**src/rtl/tetris_input_pkg.sv**
```systemverilog
// Shared move-command encodings and pending-bit layout for the button input path.
// Pending bits are indexed by command code, so a code selects its own pending bit.
package tetris_input_pkg;

  localparam int CMD_W = 2;

  localparam logic [CMD_W-1:0] CMD_DOWN   = 2'd0;
  localparam logic [CMD_W-1:0] CMD_ROTATE = 2'd1;
  localparam logic [CMD_W-1:0] CMD_RIGHT  = 2'd2;
  localparam logic [CMD_W-1:0] CMD_LEFT   = 2'd3;

  localparam int IDX_DOWN   = 0;
  localparam int IDX_ROTATE = 1;
  localparam int IDX_RIGHT  = 2;
  localparam int IDX_LEFT   = 3;

  // Fixed priority rotate > left > right > down; returns CMD_DOWN when nothing is pending.
  function automatic logic [CMD_W-1:0] prio_sel(input logic [3:0] pend);
    if (pend[IDX_ROTATE])     prio_sel = CMD_ROTATE;
    else if (pend[IDX_LEFT])  prio_sel = CMD_LEFT;
    else if (pend[IDX_RIGHT]) prio_sel = CMD_RIGHT;
    else                      prio_sel = CMD_DOWN;
  endfunction

endpackage

```
**src/rtl/cmd_fifo.sv**
```systemverilog
// Generic synchronous FIFO: registered storage, 1-cycle write-to-read, no fall-through.
// Push is refused when full unless a pop happens on the same edge; flush empties it.
module cmd_fifo #(
  parameter int DEPTH = 4,
  parameter int WIDTH = 2,
  parameter int CNT_W = $clog2(DEPTH) + 1
) (
  input  logic             clk,
  input  logic             rst,
  input  logic             push,
  input  logic [WIDTH-1:0] push_dat,
  input  logic             pop,
  input  logic             flush,
  output logic [WIDTH-1:0] pop_dat,
  output logic             full,
  output logic             empty,
  output logic [CNT_W-1:0] count
);

  localparam int PTR_W = $clog2(DEPTH);

  logic [WIDTH-1:0] mem [DEPTH];
  logic [PTR_W-1:0] wr_ptr;
  logic [PTR_W-1:0] rd_ptr;
  logic             do_push;
  logic             do_pop;

  assign full    = (count == CNT_W'(DEPTH));
  assign empty   = (count == '0);
  assign do_pop  = pop && !empty;
  assign do_push = push && (!full || do_pop);
  // Head forced to zero when empty so stale storage never shows on the output.
  assign pop_dat = empty ? '0 : mem[rd_ptr];

  always_ff @(posedge clk) begin
    if (rst || flush) begin
      wr_ptr <= '0;
      rd_ptr <= '0;
      count  <= '0;
    end else begin
      if (do_push) wr_ptr <= wr_ptr + PTR_W'(1);
      if (do_pop)  rd_ptr <= rd_ptr + PTR_W'(1);
      case ({do_push, do_pop})
        2'b10:   count <= count + CNT_W'(1);
        2'b01:   count <= count - CNT_W'(1);
        default: count <= count;
      endcase
    end
  end

  always_ff @(posedge clk) begin
    if (do_push && !rst && !flush) mem[wr_ptr] <= push_dat;
  end

endmodule

```
**src/rtl/move_cmd_queue.sv**
```systemverilog
// Latches button pulses, serialises them by priority into a FIFO, 2-cycle press-to-valid.
// Full FIFO holds pending bits (repeat presses merge); optional CMD_DROP_CNT_EN counts merges.
module move_cmd_queue
  import tetris_input_pkg::*;
#(
  parameter int DEPTH = 4,
  parameter int CNT_W = $clog2(DEPTH) + 1
) (
  input  logic             clk,
  input  logic             rst,
  input  logic             down_signal,
  input  logic             rotate_signal,
  input  logic             right_signal,
  input  logic             left_signal,
  input  logic             flush,
  output logic             cmd_valid,
  output logic [CMD_W-1:0] cmd_code,
  input  logic             cmd_ready,
  output logic [CNT_W-1:0] cmd_count
`ifdef CMD_DROP_CNT_EN
  ,
  output logic [7:0]       drop_count
`endif
);

  logic [3:0]       pending;
  logic [3:0]       pulses;
  logic [3:0]       commit_mask;
  logic [CMD_W-1:0] commit_code;
  logic             commit;
  logic             pop;
  logic             fifo_full;
  logic             fifo_empty;

  assign pulses      = {left_signal, right_signal, rotate_signal, down_signal};
  assign pop         = cmd_valid && cmd_ready;
  assign commit      = (|pending) && (!fifo_full || pop) && !flush;
  assign commit_code = prio_sel(pending);
  assign cmd_valid   = !fifo_empty;

  always_comb begin
    commit_mask = '0;
    if (commit) commit_mask[commit_code] = 1'b1;
  end

  // OR-ing pulses in after the clear lets a press on the committing bit survive.
  always_ff @(posedge clk) begin
    if (rst || flush) pending <= '0;
    else              pending <= (pending & ~commit_mask) | pulses;
  end

  cmd_fifo #(
    .DEPTH (DEPTH),
    .WIDTH (CMD_W),
    .CNT_W (CNT_W)
  ) u_cmd_fifo (
    .clk      (clk),
    .rst      (rst),
    .push     (commit),
    .push_dat (commit_code),
    .pop      (pop),
    .flush    (flush),
    .pop_dat  (cmd_code),
    .full     (fifo_full),
    .empty    (fifo_empty),
    .count    (cmd_count)
  );

`ifdef CMD_DROP_CNT_EN
  logic [3:0] merged;
  logic [2:0] merge_sum;
  logic [8:0] drop_sum;

  assign merged    = pulses & pending & ~commit_mask;
  assign merge_sum = {2'b0, merged[0]} + {2'b0, merged[1]} + {2'b0, merged[2]} + {2'b0, merged[3]};
  assign drop_sum  = {1'b0, drop_count} + {6'b0, merge_sum};

  // Flush discards the cycle's pulses, so they are not merges; the count itself survives.
  always_ff @(posedge clk) begin
    if (rst)         drop_count <= '0;
    else if (!flush) drop_count <= drop_sum[8] ? 8'hFF : drop_sum[7:0];
  end
`endif

endmodule

```
**config.mk**
```make
export PLATFORM = sky130hd
export DESIGN_NAME = move_cmd_queue
export DESIGN_NICKNAME = d
export VERILOG_FILES = /design/src/rtl/tetris_input_pkg.sv /design/src/rtl/cmd_fifo.sv /design/src/rtl/move_cmd_queue.sv
export SDC_FILE = /design/constraint.sdc
export NUM_CORES = 1
export LEC_CHECK = 0
export BUFFER_PORTS_ARGS = -buffer_cell sky130_fd_sc_hd__buf_2
export CAP_MARGIN = 20
export CORE_MARGIN = 8
export CORE_UTILIZATION = 60
export CTS_BUF_LIST = sky130_fd_sc_hd__clkbuf_8
export DETAILED_ROUTE_END_ITERATION = 12
export GPL_ROUTABILITY_DRIVEN = 0
export PLACE_DENSITY = 0.82
export SKIP_CTS_REPAIR_TIMING = 1
export SLEW_MARGIN = 20
export SYNTH_ARGS = -nofsm -noshare
export SYNTH_HDL_FRONTEND = slang
export SYNTH_HIERARCHICAL = 1
export SYNTH_SLANG_ARGS = --single-unit
```
**constraint.sdc**
```tcl
create_clock -name clk -period 7.9 [get_ports clk]
set_clock_uncertainty 0.15 [all_clocks]
set_input_delay 1.58 -clock clk [delete_from_list [all_inputs] [get_ports clk]]
set_output_delay 1.58 -clock clk [all_outputs]
set_load 0.05 [all_outputs]
```
==> results of run 1 <==
==> worst max-delay path: stages <==
cell,delay (ns)
buf_2,0.09
nand2b_1,0.12
a21oi_1,0.09
o31a_1,0.23
inv_1,0.19
nand2b_1,0.09
fa_1,0.41
or4b_1,0.47
o311a_1,0.15
a21oi_2,0.12
==> kinds of logic after synthesis <==
group                      count (synthesis)  synth area share
muxes                                      2            0.0418
DFF                                       21             0.465
xor gates and xnor gates                   4            0.0325
adders and majority gates                  5            0.0650
buffers and inverters                     14            0.0534
AOI/OAI and AO/OA                         23             0.136
and+or+nand+nor                           38             0.207
==> synth_stat cells (all sizes together), types with 3 or more instances <==
library cell	count
or2	3
dfxtp	13
ha	4
inv	8
o21ai	6
nor3	4
edfxtp	8
xor2	3
nor2	10
and2	5
a21oi	9
buf	4
nand3	3
==> sequential cells by signal, indices dropped and copies added, names as in the netlist, named ones only <==
name               cells
pending                4
u_cmd_fifo/count       3
u_cmd_fifo/mem         8
u_cmd_fifo/rd_ptr      2
u_cmd_fifo/wr_ptr      2
==> power groups by stage <==
stage	logic, mW	clock network [mW]	registers, mW
3_3_place_gp	0.0121	0	0.117
3_5_place_dp	0.0128	0	0.117
2_1_floorplan	0.00893	0	0.117
5_1_grt	0.0147	0.0734	0.115
4_1_cts	0.0129	0.0707	0.115
6_report	0.0129	0.0684	0.115
==> layout make-up <==
class                   instances  area (µm²)  area share
flip-flops and latches         21         500       0.420
clock buffers                   3        41.3      0.0347
inverters                       8        30.0      0.0252
repair buffers                 13        65.1      0.0546
clock inverters                 1        3.75     0.00315
multi-input cells              72         519       0.436
well taps                      25        31.3      0.0263
==> routing by layer <==
metal  GRT usage  up-vias  part of all wire
met2       0.225       13              0.51
met3      0.0370        5             0.041
met4      0.0734        0             0.020
met1       0.158      376              0.43
li1            -      396                 -
met5           0        -                 0
==> cells in the final DEF, fill, tap and decap left out <==
cell type,n
a21oi_1,8
a21oi_2,1
a31oi_1,1
and2_1,5
buf_2,13
clkbuf_8,3
dfxtp_1,13
edfxtp_1,8
fa_1,1
ha_1,4
inv_1,9
mux4_2,2
nand2_1,2
nand2b_1,2
nand3_1,3
nand3b_1,2
nor2_1,10
nor2b_1,2
nor3_1,4
nor4b_2,1
o2111ai_1,1
o211ai_1,1
o21ai_0,6
o21ba_2,1
o311a_1,1
o311ai_0,1
o31a_1,1
o31ai_1,1
or2_2,2
or2_4,1
or3_1,1
or3b_2,1
or4b_1,2
xnor2_1,1
xor2_1,3
==> final timing paths <==
kind | depth (start not counted) | startpoint | end
max | 10 | cmd_ready | u_cmd_fifo/count[2]
min | 2 | u_cmd_fifo/rd_ptr[1] | u_cmd_fifo/rd_ptr[1]
max reg2reg | 10 | u_cmd_fifo/count[2] | u_cmd_fifo/count[2]
min reg2reg | 2 | u_cmd_fifo/rd_ptr[1] | u_cmd_fifo/rd_ptr[1]
==> results.md, run 1 <==
- Worst-case clock buffer depth: 2
- Yosys warns: 6
- TritonCTS buffer count: 3
- Yosys top cell by area: dfxtp_1
- Synth Cell Area: 1080 µm²
- Finished Cell Area: 1190 µm²
- DR DRC count: 0
- Layout cells sized above 1: 0.212
- Total power: 196 µW
- Die H: 58.4 µm
- Post-Syn Instances: 107
- Total I/O pin count: 14
- Clock Sinks: 21
- Root buffer cell: clkbuf_8
- Worst slew pin tran: 0.530 ns
- Required @ worst endpoint: 7.95 ns
- Final setup fails: 0
- Syn-to-layout area delta: 10.6%
- Combinational Power Share: 0.066
- Pwr/cell area: 165 nW/µm²
- Worst skew pair latency: 0.26 ns
- Placed cells: 139
- Fin Setup TNS: 0 ns
- Largest net degree at the start of global routing: 13
- Final number of hold-violating endpoints: 0
- Post-synth top area share: 0.242
- First-pass GRT wire length: 3.53 mm
- Sw power: 42.5 µW
- DRT Pass-1 Iters: 4
- CTS tree: yes
- CP startpoint kind: primary input
- Dpl cell area: 1150 µm²
- Largest driver fanout on the critical path: 12
- Number of global-route vias before repair: 788
- Main synth FF type: dfxtp_1
- Placement-stage worst setup slack: 4.17 ns
- Rel. slew slack: 0.644
- Routed vias/inst: 5.52
- Grt ovf: 0
- CP arrival: 3.55 ns
- # fillers: 144
- Mapped Nets: 120
- Clk pwr share: 0.349
- Crit. End Element: flop
- Non-Filler Instances: 143
- PortBufs: 13
- Initial antenna violation count: 0
- Max Fclk: 286 MHz
- Sequential power share: 0.585
- Final Util: 0.697
- Status: complete, no violations
- Hold WC Path Type: flop to flop
- Pleak: 0.457 nW
- Core Box Area: 1710 µm²
- Hold slack: 0.363 ns
- Flop2flop setup slack: 4.78 ns
- VDD IR max: 0.0939 mV
- #FFs+latches synth: 21
- Synth top area cells: dfxtp_1 24%, edfxtp_1 22%, ha_1 4.6%
- WL final: 2.12 mm
- Post-layout min period: 3.49 ns
- Syn_area_per_cell: 10.1 µm²
- Final worst setup slack: 4.41 ns
- Gr usage total: 0.137
- Register area share after synthesis: 0.465
- Die Wd: 58.4 µm
- Nets@finish: 132
- H-tree levels: 1
- Unrepaired setup endpoints after global routing: false
- Clock slew at reported path FFs: 0.07 ns
- Fin. max-slew vios: 0
- Row cnt: 15
- Antenna Nets Post-Route: 0
- Via count: 790
- Synth cell types: 35
- Wire per inst: 14.9 µm
- Max-cap violations: 0
- Initial Utilization: 0.631
- Post-synth EDFFs: 8
- Dpl hpwl: 1.59 mm
- Critical path type: primary input to flop
- Sw frac: 0.217
- Post-synth ARST share: 0
- Fin crit share: 0.442
- Ant. Diodes: 0
- Int Pwr: 153 µW
- Die ar.: 3410 µm²
- Initial DRC count: 26
Power figures use the tool's default switching activity.
==> inputs of run 2 (changes only) <==
- ABC_AREA: default -> 1
- CORE_UTILIZATION: 60 -> 58
- PLACE_DENSITY: 0.82 -> 0.8
- clock period: 7.9 -> 3.6 ns (I/O delays scaled with it)
==> results.md, run 2 <==
- Most common cell in the netlist: nor2_1 (was dfxtp_1)
- Final setup fails: 0 (unchanged)
- TritonCTS buffer count: 3 (unchanged)
- WHS Path Cells: 2 (unchanged)
- Register area share after synthesis: 0.457 (was 0.465)
- Largest registers: u_cmd_fifo/mem (8), pending (4), u_cmd_fifo/count (3) (unchanged)
- Crit. Startpoint: u_cmd_fifo/count[1] (was cmd_ready)
- Kind of cell adding the most delay to the critical path: simple AND/OR/NAND/NOR gates (unchanged)
- Synth top area cells: dfxtp_1 24%, edfxtp_1 22%, nor2_1 8.2% (was dfxtp_1 24%, edfxtp_1 22%, ha_1 4.6%)
- Post-synth top area share: 0.237 (was 0.242)
- Area share of fa/ha/maj cells after synthesis: 0.0639 (was 0.0650)
- Layout cells sized above 1: 0.278 (was 0.212)
- Antenna Nets Post-Route: 0 (unchanged)
- Yosys warns: 6 (unchanged)
- Dpl hpwl: 1.50 mm (was 1.59 mm)
- Most frequent cells in the layout: 24 x nor2_1, 23 x inv_1, 13 x buf_2, 13 x dfxtp_1, 11 x a21oi_1 (was 13 x buf_2, 13 x dfxtp_1, 10 x nor2_1, 9 x inv_1)
- Synth Area in Compound Gates: 0.108 (was 0.136)
- Post-Syn Instances: 127 (was 107)
- Number of global-route vias before repair: 774 (was 788)
- Synth Cell Area: 1100 µm² (was 1080 µm²)
- Worst slew pin tran: 0.252 ns (was 0.530 ns)
- Critical path type: flop to flop (was primary input to flop)
- Top cell by count, worst path: inv_1 (was nand2b_1)
- Fin crit share: 0.648
- R2r worst-path depth: 15 (was 10)
- Top cells by count, synth: 24 x nor2_1, 23 x inv_1, 13 x dfxtp_1 (was 13 x dfxtp_1, 10 x nor2_1, 8 x a21oi_1, 8 x edfxtp_1, 8 x inv_1)
- Syn-to-layout area delta: 13.0% (was 10.6%)
- Syn_area_per_cell: 8.63 µm² (was 10.1 µm²)
- DRT Pass-1 Iters: 4 (unchanged)
- Largest Register: u_cmd_fifo/mem (unchanged)
- Nets@finish: 158 (was 132)
- Root buffer cell: clkbuf_8 (unchanged)
- Max-cap violations: 0 (unchanged)
- Wire per inst: 10.8 µm (was 14.9 µm)
- Die ar.: 3540 µm² (was 3410 µm²)
- Unrepaired setup endpoints after global routing: false (unchanged)
- Worst skew pair latency: 0.26 ns (about the same)
- Final number of hold-violating endpoints: 0 (unchanged)
- Final worst setup slack: 1.27 ns (was 4.41 ns)
- Hold slack: 0.350 ns (was 0.363 ns)
- Grt ovf: 0 (unchanged)
- Yosys top cell by area: dfxtp_1 (unchanged)
- Pwr/cell area: 379 nW/µm² (was 165 nW/µm²)
- CP max stage delay: 0.39 ns (was 0.47 ns)
- Crit. End Element: flop (unchanged)
- Commonest non-fill, non-tap cell in the layout: nor2_1
- H-tree levels: 1 (unchanged)
- Hold WC Path Type: flop to flop (unchanged)
- Synth Area in Simple Gates: 0.280 (was 0.207)
- Worst hold path startpoint: u_cmd_fifo/rd_ptr[1] (unchanged)
- Max Fclk: 429 MHz
- Via count: 823 (was 790)
- Row cnt: 15 (unchanged)
- Ant. Diodes: 0 (unchanged)
- Mapped Nets: 140 (was 120)
- Post-synthesis mux area share: 0 (was 0.0418)
- Die H: 59.5 µm (was 58.4 µm)
- Fin Setup TNS: 0 ns (unchanged)
- Initial antenna violation count: 0 (unchanged)
- Flop2flop setup slack: 1.27 ns (was 4.78 ns)
- Post-layout min period: 2.33 ns
- Worst path bufs/invs: 5 (was 2)
- Status: complete, no violations (unchanged)
- Main synth FF type: dfxtp_1 (unchanged)
- Xor and xnor area share after synthesis: 0 (was 0.0325)
- #FFs+latches synth: 21 (unchanged)
- Initial Utilization: 0.628 (was 0.631)
- Post-synth ARST share: 0 (unchanged)
- PortBufs: 13 (unchanged)
- Fin. max-slew vios: 0 (unchanged)
- Required @ worst endpoint: 3.60 ns (was 7.95 ns)
- DR DRC count: 0 (unchanged)
- CP arrival: 2.34 ns (was 3.55 ns)
- Critical Path, Cell by Cell: nor2_4 > nand2_2 > inv_1 > inv_2 > nand2_2 > a21oi_2 > nand2_1 > inv_1 > inv_1 > nand2_4 > fa_1 > inv_1 > nand4_2 > a21oi_1 > nor2_1 (was buf_2 > nand2b_1 > a21oi_1 > o31a_1 > inv_1 > nand2b_1 > fa_1 > or4b_1 > o311a_1 > a21oi_2)
- Placement-stage worst setup slack: 1.21 ns (was 4.17 ns)
- Initial DRC count: 23 (was 26)
- Worst r2r src: u_cmd_fifo/count[1] (was u_cmd_fifo/count[2])
- Largest family of logic cells by synthesized area: simple AND/OR/NAND/NOR gates (unchanged)
- Slowest cell on crit path: fa_1 (was or4b_1)
- Routed vias/inst: 4.87 (was 5.52)
- Number of flip-flops in the largest register: 8 (unchanged)
- Total I/O pin count: 14 (unchanged)
- CP startpoint kind: flop (was primary input)
- Largest net degree at the start of global routing: 13 (unchanged)
- Clock slew at reported path FFs: 0.07 ns (about the same)
- Worst-case clock buffer depth: 2 (unchanged)
- Post-synth EDFFs: 8 (unchanged)
- Largest driver fanout on the critical path: 5 (was 12)
- Synth cell types: 25 (was 35)
- CTS tree: yes (unchanged)
- Crit path depth: 15 (was 10)
- Core Box Area: 1750 µm² (was 1710 µm²)
- Die Wd: 59.5 µm (was 58.4 µm)
- Clock Sinks: 21 (unchanged)
- Rel. slew slack: 0.833 (was 0.644)
- First-pass GRT wire length: 3.15 mm (was 3.53 mm)
- WL final: 1.82 mm (was 2.12 mm)
- Pleak: 0.583 nW (was 0.457 nW)
- VDD IR max: 0.243 mV (was 0.0939 mV)
- Gr usage total: 0.118 (was 0.137)
-- run 2: changes by cell type after synthesis, moves of 3 or more --
cell,previous run,this run
nand2_2,0,6
inv_1,8,23
xor2_1,3,0
and2_1,5,0
nor2_1,10,24
buf_2,4,0
nand2_1,2,8
nand4_1,0,3
nor3_1,4,0
nand2_4,0,3
a21oi_1,8,11
nand3_2,0,3
-- run 2: final cells by class --
| class | instances | area, µm² |
|---|---|---|
| clock buffers | 3 | 41.3 |
| clock inverters | 1 | 5.00 |
| fillers | 147 | 507 |
| inverters | 26 | 100 |
| multi-input cells | 80 | 495 |
| flip-flops and latches | 21 | 500 |
| well taps | 25 | 31.3 |
| repair buffers | 13 | 65.1 |
-- run 2: through the flow --
step	cells	power (mW)	instance area, µm²	util
floorplan	127	0.309	1100	-
global placement	165	0.324	1190	0.683
detailed placement	165	0.326	1190	0.683
CTS	169	0.477	1240	0.710
global route	169	0.496	1240	0.710
finish	169	0.470	1240	0.710
-- run 2: power breakdown --
part | internal (mW) | switching, mW
clock | 0.0770 | 0.0725
sequential | 0.252 | 0.00431
combinational | 0.0196 | 0.0444
total | 0.349 | 0.121
-- run 2: final timing paths --
| check | end |
|---|---|
| setup / recovery | u_cmd_fifo/count[2] |
| hold / removal | flop |
| setup reg to reg | u_cmd_fifo/count[2] |
| hold reg to reg | flop |
-- run 2: worst reg2reg max path: stages, from the launching register on --
cell     delay [ns]
dfxtp_1        0.35
nor2_4         0.13
nand2_2        0.09
inv_1          0.13
inv_2          0.06
nand2_2        0.08
a21oi_2        0.06
nand2_1        0.08
inv_1          0.11
inv_1          0.14
nand2_4        0.09
fa_1           0.39
inv_1          0.08
nand4_2        0.10
a21oi_1        0.14
nor2_1         0.06
-- run 2: cells by family (layout without fill, tap and decap cells) --
| group | Yosys count | after routing |
|---|---|---|
| DFF | 21 | 21 |
| and+or+nand+nor | 54 | 54 |
| buffers and inverters | 26 | 43 |
| adders and majority gates | 5 | 5 |
| AOI/OAI and AO/OA | 21 | 21 |
-- run 2: per-layer routing --
metal / global-route usage / wire [µm] / up-vias
met3: 0.0456 / 96 / 5
li1: - / - / 435
met2: 0.208 / 914 / 21
met5: 0 / 0 / -
met4: 0.0580 / 29 / 0
met1: 0.117 / 781 / 362
